--- src/rtl/sccb_responder.sv ---
// SCCB (three-wire, I2C-like) responder with a 256x8 register file.
// One byte is committed per write transaction; reads return regfile[ptr] without auto-increment.
module sccb_responder #(
    parameter logic [7:0] DEV_ID = 8'h42
) (
    input  logic       clk,
    input  logic       rst_n,
    input  logic       sioc,
    input  logic       siod_i,
    output logic       siod_oe,
    output logic       wr_strobe,
    output logic [7:0] wr_addr,
    output logic [7:0] wr_data,
    output logic       soft_reset,
    output logic       busy
);

    typedef enum logic [3:0] {
        IDLE, ID, ID_ACK, SUB, SUB_ACK, WDATA, WDATA_ACK, RDATA, RNA, IGNORE
    } state_t;

    localparam logic [7:0] COM7 = 8'h12;

    function automatic logic [7:0] reg_default(input logic [7:0] addr);
        case (addr)
            8'h0A:   return 8'h76;
            8'h0B:   return 8'h73;
            8'h1C:   return 8'h7F;
            8'h1D:   return 8'hA2;
            default: return 8'h00;
        endcase
    endfunction

    function automatic logic is_read_only(input logic [7:0] addr);
        return addr inside {8'h0A, 8'h0B, 8'h1C, 8'h1D};
    endfunction

    // [0],[1] form the synchronizer, [2] is the history flop used for edge detection.
    logic [2:0] sioc_q, siod_q;

    // NOTE: synchronizers reset to 1 so an idle (pulled-up) bus produces no false edge after reset.
    always_ff @(posedge clk or negedge rst_n) begin
        if (!rst_n) begin
            sioc_q <= '1;
            siod_q <= '1;
        end else begin
            sioc_q <= {sioc_q[1:0], sioc};
            siod_q <= {siod_q[1:0], siod_i};
        end
    end

    logic sioc_rise, sioc_fall, start_ev, stop_ev;
    assign sioc_rise = sioc_q[1] & ~sioc_q[2];
    assign sioc_fall = ~sioc_q[1] & sioc_q[2];
    assign start_ev  = sioc_q[1] & sioc_q[2] & siod_q[2] & ~siod_q[1];
    assign stop_ev   = sioc_q[1] & sioc_q[2] & ~siod_q[2] & siod_q[1];

    state_t     state;
    logic [3:0] bit_cnt;
    logic [7:0] shift;
    logic [7:0] tx;
    logic [7:0] ptr;
    logic       is_read;
    logic [7:0] regs [256];

    logic commit;
    assign commit = sioc_fall && (state == WDATA) && (bit_cnt == 4'd8);

    always_ff @(posedge clk or negedge rst_n) begin
        if (!rst_n) begin
            state      <= IDLE;
            bit_cnt    <= '0;
            shift      <= '0;
            tx         <= '0;
            ptr        <= '0;
            is_read    <= 1'b0;
            siod_oe    <= 1'b0;
            wr_strobe  <= 1'b0;
            wr_addr    <= '0;
            wr_data    <= '0;
            soft_reset <= 1'b0;
            busy       <= 1'b0;
        end else begin
            wr_strobe  <= 1'b0;
            soft_reset <= 1'b0;
            if (stop_ev) begin
                state   <= IDLE;
                siod_oe <= 1'b0;
                busy    <= 1'b0;
            end else if (start_ev) begin
                state   <= ID;
                siod_oe <= 1'b0;
                busy    <= 1'b1;
                bit_cnt <= '0;
            end else begin
                // NOTE: rise and fall events are mutually exclusive, so bit_cnt has one writer per cycle.
                if (sioc_rise && (state inside {ID, SUB, WDATA})) begin
                    shift   <= {shift[6:0], siod_q[1]};
                    bit_cnt <= bit_cnt + 4'd1;
                end
                if (sioc_fall) begin
                    case (state)
                        ID: if (bit_cnt == 4'd8) begin
                            if (shift[7:1] == DEV_ID[7:1]) begin
                                state   <= ID_ACK;
                                siod_oe <= 1'b1;
                                is_read <= shift[0];
                            end else begin
                                state   <= IGNORE;
                                siod_oe <= 1'b0;
                            end
                        end
                        ID_ACK: begin
                            if (is_read) begin
                                state   <= RDATA;
                                siod_oe <= ~regs[ptr][7];
                                tx      <= {regs[ptr][6:0], 1'b0};
                                bit_cnt <= 4'd1;
                            end else begin
                                state   <= SUB;
                                siod_oe <= 1'b0;
                                bit_cnt <= '0;
                            end
                        end
                        SUB: if (bit_cnt == 4'd8) begin
                            state   <= SUB_ACK;
                            siod_oe <= 1'b1;
                            ptr     <= shift;
                        end
                        SUB_ACK: begin
                            state   <= WDATA;
                            siod_oe <= 1'b0;
                            bit_cnt <= '0;
                        end
                        WDATA: if (bit_cnt == 4'd8) begin
                            state      <= WDATA_ACK;
                            siod_oe    <= 1'b1;
                            wr_strobe  <= 1'b1;
                            wr_addr    <= ptr;
                            wr_data    <= shift;
                            soft_reset <= (ptr == COM7) && shift[7];
                        end
                        WDATA_ACK: begin
                            state   <= IGNORE;
                            siod_oe <= 1'b0;
                        end
                        RDATA: begin
                            if (bit_cnt == 4'd8) begin
                                state   <= RNA;
                                siod_oe <= 1'b0;
                            end else begin
                                siod_oe <= ~tx[7];
                                tx      <= {tx[6:0], 1'b0};
                                bit_cnt <= bit_cnt + 4'd1;
                            end
                        end
                        RNA: begin
                            state   <= IGNORE;
                            siod_oe <= 1'b0;
                        end
                        default: ;
                    endcase
                end
            end
        end
    end

    // NOTE: the register file must reset to non-zero defaults, so it is built from resettable flops, not RAM.
    always_ff @(posedge clk or negedge rst_n) begin
        if (!rst_n) begin
            for (int i = 0; i < 256; i++) regs[i] <= reg_default(8'(i));
        end else if (commit) begin
            if ((ptr == COM7) && shift[7]) begin
                for (int i = 0; i < 256; i++) regs[i] <= reg_default(8'(i));
            end else if (!is_read_only(ptr)) begin
                regs[ptr] <= shift;
            end
        end
    end

endmodule

--- config.mk ---
export PLATFORM = sky130hd
export DESIGN_NAME = sccb_responder
export DESIGN_NICKNAME = d
export VERILOG_FILES = /design/src/rtl/sccb_responder.sv
export SDC_FILE = /design/constraint.sdc
export NUM_CORES = 2
export LEC_CHECK = 0
export BUFFER_PORTS_ARGS = -buffer_cell sky130_fd_sc_hd__buf_4
export CELL_PAD_IN_SITES_DETAIL_PLACEMENT = 2
export CELL_PAD_IN_SITES_GLOBAL_PLACEMENT = 2
export CORE_ASPECT_RATIO = 1.5
export CORE_MARGIN = 2
export CORE_UTILIZATION = 43
export DETAILED_ROUTE_END_ITERATION = 8
export MAX_ROUTING_LAYER = met4
export PLACE_DENSITY = 0.78
export SLEW_MARGIN = 20
export SYNTH_ARGS = -nofsm -noshare
export SYNTH_HDL_FRONTEND = slang
export SYNTH_SLANG_ARGS = --single-unit
export TNS_END_PERCENT = 30
--- constraint.sdc ---
create_clock -name clk -period 3.7 [get_ports clk]
set_input_delay 0.74 -clock clk [delete_from_list [all_inputs] [get_ports clk]]
set_output_delay 0.74 -clock clk [all_outputs]
set_load 0.02 [all_outputs]
== Yosys cells after proc, flatten, opt, wreduce, memory -nomap -nowiden ==
Index checks and enable logic that the tools add are counted.
W data, S select, Z words.

* Add/subtract/negate cells: 1
* Magnitude comparators: 2
* Equality and inequality tests: 23
* Mux-type cells: 48
* Bitwise logic cells: 16
* Reduce and logical (&&, ||, !) cells: 23

{| class="wikitable"
|+ Operators with widths
! cell !! number
|-
| $mux W2048 || 2
|-
| $bwmux W2048 || 1
|-
| $bmux W8 S8 || 1
|-
| $demux W8 S8 || 1
|-
| $mux W4 || 12
|-
| $mux W8 || 5
|-
| $pmux W4 S7 || 1
|-
| $eq A8 B5 Y1 const B || 3
|-
| $mux W1 || 21
|-
| $reduce_and A6 Y1 || 3
|-
| $eq A4 B3 Y1 const B || 4
|-
| $eq A8 B4 Y1 const B || 2
|-
| $pmux W8 S2 || 1
|-
| $ne A4 B4 Y1 const B || 3
|-
| $pmux W4 S3 || 1
|-
| $reduce_and A5 Y1 || 2
|-
| $ge A9 B9 Y1 const B || 1
|-
| $lt A9 B1 Y1 const B || 1
|-
| $not A8 Y9 || 1
|-
| $reduce_bool A9 Y1 || 1
|-
| $eq A4 B2 Y1 const B || 2
|-
| $eq A4 B4 Y1 const B || 2
|-
| $not A1 Y1 || 8
|-
| $and A1 B1 Y1 || 7
|-
| other kinds (18) || 27
|}

* Register bits: 2,107
* Bits of input ports: 4
* Output and inout port bits: 20
* Logic and storage cells: 383

== Logic depth before layout (Yosys ltp) ==
* Word-level depth: 10
* Mapped depth: 14
* Mapped depth without buffers: 9

== Worst setup path after synthesis ==
No wires, ideal clock.

* Path kind: register to register
* Start: reg ptr[1]
* End: reg tx[5]
* Library setup time: 0.123 ns
* Data arrival time: 2.445 ns
* Path slack: 1.132 ns
* Stages on the path, launching flop included: 9
* Buffers on the path: 3
* Clock period less this slack: 2.568 ns
* Cells stage by stage: dfrtp_1 > buf_2 > buf_2 > buf_1 > mux4_2 > mux4_2 > a22oi_1 > nand4_1 > o221a_1

* Longest elaborated chain between the ends: 6

{| class="wikitable"
|+ RTL lines
! element !! RTL line !! RTL
|-
| start: declaration || 62 || <nowiki>logic [7:0] ptr;</nowiki>
|-
| start signal: assignment || 128 || <nowiki>ptr <= shift;</nowiki>
|-
| $not A8 Y9 (implied by the code) || 117 || <nowiki>tx <= {regs[ptr][6:0], 1'b0};</nowiki>
|-
| $bmux W8 S8 || 117 ||
|-
| $mux W8 (implied by the code) (2 in a row) || 117 ||
|-
| $mux W8 || 114 || <nowiki>if (is_read) begin</nowiki>
|-
| $pmux W8 S2 || 102 || <nowiki>case (state)</nowiki>
|-
| end signal: assignment || 117 ||
|-
| end signal: assignment || 153 || <nowiki>tx <= {tx[6:0], 1'b0};</nowiki>
|-
| end: declaration || 61 || <nowiki>logic [7:0] tx;</nowiki>
|}

Every way passes these cells. The select of a mux whose other input is x is not followed.
A chain may end at the register's enable or synchronous reset.

== Final worst setup path ==
* Start: reg ptr[1]
* End: reg tx[3]

Same word-level chain as after synthesis.

==> results by stage <==
Run status:
- The flow ran to the end, and the final reports show no timing, DRC or antenna violations.

Detailed routing:
- Wires add up to 434200 um.
- The average via count per standard cell is 6.574.
- The via count is 78380.
- The post-route DRC violation count is 0.
- The number of DRC markers after the initial detailed-route iteration is around 6900.
- The remaining number of nets flagged by the antenna check after routing is 0.
- The first detailed-routing pass ran for 8 iterations.
- The average wire per standard cell is 36.42 um.

Placement:
- Before CTS, the worst setup slack after placement is -0.5240 ns.
- The congestion estimate from routability-driven global placement came to 0.9879.
- The cell area after placement is 100400 sq um.
- The count of input and output buffers is 23.
- The HPWL after detailed placement is 290200 um.
- After detailed placement, the design holds a cell count of 11510.

Critical path:
- In this design, the stage delay of the slowest critical-path cell is 0.69 ns.
- The worst-case reg-to-reg path depth is 10.
- In this design, the critical path's most frequently occurring cell is sky130_fd_sc_hd__buf_4.
- The required time at the endpoint of the critical path is 4.48 ns.
- Grouping stages by cell kind, the critical path spends the most delay in compound AO/OA/AOI/OAI gates.
- The master of the slowest instance on the critical path is sky130_fd_sc_hd__dfrtp_4.
- In this run the worst path has a maximum fanout of 41.
- Traced cell by cell, the critical path runs through buf_12 > mux4_2 > mux2_2 > o221ai_1 > buf_4 > o21ai_0 > a22oi_1 > buf_4 > nand4_1 > o221a_1.
- The critical path crosses 10 cells after its start point.
- For the worst setup path, the data arrival time is 4.47 ns.
- The worst setup path is launched from a flop.
- The type of destination of the critical path is a flop.
- The critical path start-end classification is reg2reg.
- The total buffers and inverters traversed by the critical path is 3.

Timing:
- The maximum clock skew at final layout is 0.03891 ns.
- Setup repair after global routing left no endpoint under its margin.
- The slew at the pin closest to its max-slew limit is 1.208 ns.
- For the finished layout, the period the worst path requires is 3.687 ns.
- The count of pins over their slew limit came to 0.
- The number of hold violations in the final report is 0.
- The headroom to the max-slew limit is between 10% and 20%.
- The achievable clock frequency is 271.2 MHz.
- After layout, the worst path uses 99.64% of the clock period.
- The worst-case setup margin in the final layout is 0.01320 ns.
- The setup-violating endpoint count in the final report is 0.

Yosys:
- Counting flops and latches in the post-synthesis netlist gives between 2000 and 2500.
- The post-synth net total is 8691.
- The number of enable-type register cells in the synthesized netlist is 0.
- The average cell area after synthesis is 10.80 sq um.
- The post-synth design cell area is 93770 sq um.
- The sequential fraction of the synthesis area is around 56%.
- The count of synthesis-stage warnings from yosys is 0.
- After technology mapping, the gate count stands at slightly below 9000.
- Among all flip-flop cells after synthesis, the most frequent one is sky130_fd_sc_hd__dfrtp_1.
- Counting distinct cell types in the post-synthesis netlist gives 73.
- Of all flip-flops after synthesis, the portion carrying an async set or reset was 100.0%.

Clock tree:
- No sink is reached through more buffers than the 4 on the longest clock path.
- TritonCTS built the clock tree.
- The later-pin clock latency in the skew report is 0.90 ns.
- The number of clock buffers added by TritonCTS is 214.
- The maximum level of the CTS H-tree is 4.
- The post-CTS clock slew at the launch and capture registers of the worst setup and hold paths is 0.07 ns.
- Clock tree synthesis found a total of 2105 sinks.
- CTS placed an instance of sky130_fd_sc_hd__clkbuf_16 at the clock tree root.

Power:
- The clock share of power is between 40% and 50%.
- Combinational logic burns 10.4% of the power.
- The total power is roughly 0.052 W.
- For this design the total switching power over the nets is approximately 0.015 W.
- The maximum ir drop on the vdd rail is 0.4271 mV.
- The power density normalized to cell area is 479.5 nW/um^2.
- The static leakage is 45.83 nW.
- The internal power of the cells totals ~0.037 W.
- Of the total power, registers draw approximately 45%.
- The switching fraction of total power is 28.28%.

Floorplanning:
- The region available for standard cell placement spans 217600 sq um.
- The floorplan step defined a die boundary enclosing 221900 sq um.
- The I/O pin count is 24.
- Row generation in the floorplan step produced 210 rows.
- From left edge to right edge, the die measures 385.3 um.
- The y dimension of the die is 575.9 um.
- The effective utilization at floorplan is 43.10%.

Global route:
- The overall global routing resource usage is between 40% and 50%.
- The first global-routing pass estimated roughly 630000 um of wire.
- After global routing the overflow that remains totals 0.
- Entering global routing, the biggest net connects 120 pins.
- The via count of the first global-routing pass is 86760.
- The initial antenna violation count is 39.

Finish:
- Leaving out fill and tap cells, the most frequent cell in the layout is sky130_fd_sc_hd__nand2_1.
- The layout overhead on the synthesized area is 14.90%.
- Registers take 52730 sq um.
- Counting the fill cells in the layout gives 21460.
- The area taken by multi-input logic gates is 38670 sq um.
- After routing the design area is 107700 sq um.
- After the flow finishes, the layout carries non-filler instances totaling between 10000 and 15000.
- The top cell types in the final layout, fill and taps aside, are 2200 x sky130_fd_sc_hd__nand2_1, 2071 x sky130_fd_sc_hd__dfrtp_1, 1821 x sky130_fd_sc_hd__o21ai_0.
- The share of cells above drive strength 1 is between 15 and 20%.
- The number of nets in the final layout is 8878.

Run:
- The max-capacitance violation count is 0.

Hold path:
- The type of the most critical hold path is in2async.
-- sequential cells by signal, indices dropped and copies added (netlist names) --
name and cells:
shift 8, siod_oe 1, ptr 8, siod_q 3, bit_cnt 4, wr_strobe 1, busy 1, soft_reset 1
wr_addr 8, tx 7, is_read 1, regs 2047, state 4, sioc_q 3, wr_data 8
-- Yosys cell counts (all sizes together), types with 3 or more instances --
library cell / n / share of area, %
dfstp: 26 / 0.73
nand3b: 7 / 0.056
nand4: 24 / 0.16
a22o: 230 / 2.1
and2: 7 / 0.047
nand4b: 6 / 0.056
buf: 214 / 1.4
a2111oi: 4 / 0.044
mux4: 484 / 12
nand2b: 11 / 0.073
o2111ai: 9 / 0.084
and3: 16 / 0.11
mux2: 35 / 0.42
o211ai: 8 / 0.064
a31oi: 25 / 0.17
nor3: 20 / 0.11
dfrtp: 2079 / 55
or2: 23 / 0.15
o21ai: 2045 / 11
a221oi: 11 / 0.11
nand2: 2223 / 8.9
nor4: 10 / 0.067
nand3: 51 / 0.28
a211oi: 8 / 0.069
nor2: 294 / 1.2
a21o: 3 / 0.024
a311oi: 9 / 0.084
nor4bb: 3 / 0.032
nor4b: 3 / 0.035
a32o: 3 / 0.032
o32ai: 4 / 0.037
mux2i: 175 / 1.9
a21oi: 75 / 0.40
a32oi: 19 / 0.18
inv: 14 / 0.056
o31ai: 4 / 0.037
clkbuf: 333 / 1.3
nor2b: 31 / 0.21
nand4bb: 3 / 0.036
o22ai: 32 / 0.21
o221ai: 4 / 0.037
a22oi: 73 / 0.58
-- worst register-to-register path, stage by stage, from the launching register on --
cell	delay [ns]
sky130_fd_sc_hd__dfrtp_4	0.69
sky130_fd_sc_hd__buf_12	0.36
sky130_fd_sc_hd__mux4_2	0.67
sky130_fd_sc_hd__mux2_2	0.36
sky130_fd_sc_hd__o221ai_1	0.37
sky130_fd_sc_hd__buf_4	0.18
sky130_fd_sc_hd__o21ai_0	0.08
sky130_fd_sc_hd__a22oi_1	0.36
sky130_fd_sc_hd__buf_4	0.18
sky130_fd_sc_hd__nand4_1	0.09
sky130_fd_sc_hd__o221a_1	0.27
-- repair_timing --
item | 4_1_cts | 5_1_grt
setup endpoints to repair | 2 | 3
setup buffers | 0 | 2
gates resized for setup | 4 | 1
hold endpoints to repair | 41 | 0
hold buffers | 3 | 0
-- metrics by stage --
step / hold WS, ns / utilization [%] / setup TNS, ns
CTS: 0.3692 / 49.47 / 0
finish: 0.3655 / 49.53 / 0
global placement: 0.3520 / 46.15 / -0.6818
floorplan: 0.3452 / - / 0
detailed placement: 0.3555 / 46.16 / -0.6553
global route: 0.3693 / 49.52 / 0
-- kinds of logic after synthesis --
kind of cell	after synthesis	synth area share, %
buffers and inverters	563	2.835
AOI/OAI and AO/OA	2577	15.34
DFF	2105	56.21
and+or+nand+nor	2742	11.59
adders and majority gates	2	0.02668
muxes	694	13.98
xor gates and xnor gates	2	0.01868
-- power groups by stage --
stage                     registers [W]  clock network [W]  logic, W
after global placement           0.0237                  0   0.00515
after CTS                        0.0233             0.0231   0.00534
after global routing             0.0233             0.0239   0.00555
final                            0.0233             0.0230   0.00536
after detailed placement         0.0237                  0   0.00528
after floorplan                  0.0236                  0   0.00192
-- layout make-up --
class | count | area share, %
Tap cell | 2862 | 3.323
Clock buffer | 313 | 5.912
Multi-Input combinational cell | 6017 | 35.89
Timing Repair Buffer | 518 | 5.082
Inverter | 16 | 0.06155
Antenna cell | 29 | 0.06735
Clock inverter | 63 | 0.7246
Sequential cell | 2105 | 48.94
-- final timing paths --
kind                       startpoint          to  slack (ns)
hold reg to reg             sioc_q[0]   sioc_q[1]        0.37
hold / removal                  rst_n  regs[1701]        0.37
setup reg to reg               ptr[1]       tx[3]        0.01
min in group clk            sioc_q[0]   sioc_q[1]        0.37
max in group asynchronous       rst_n    regs[29]        1.79
setup / recovery               ptr[1]       tx[3]        0.01
-- metal layers --
layer / routed length (um) / track usage, %
met4: 36820 / 28.39
met2: 212400 / 64.60
met5: 0 / -
met1: 157800 / 45.95
met3: 27130 / 7.358
Power figures use the tool's default switching activity.
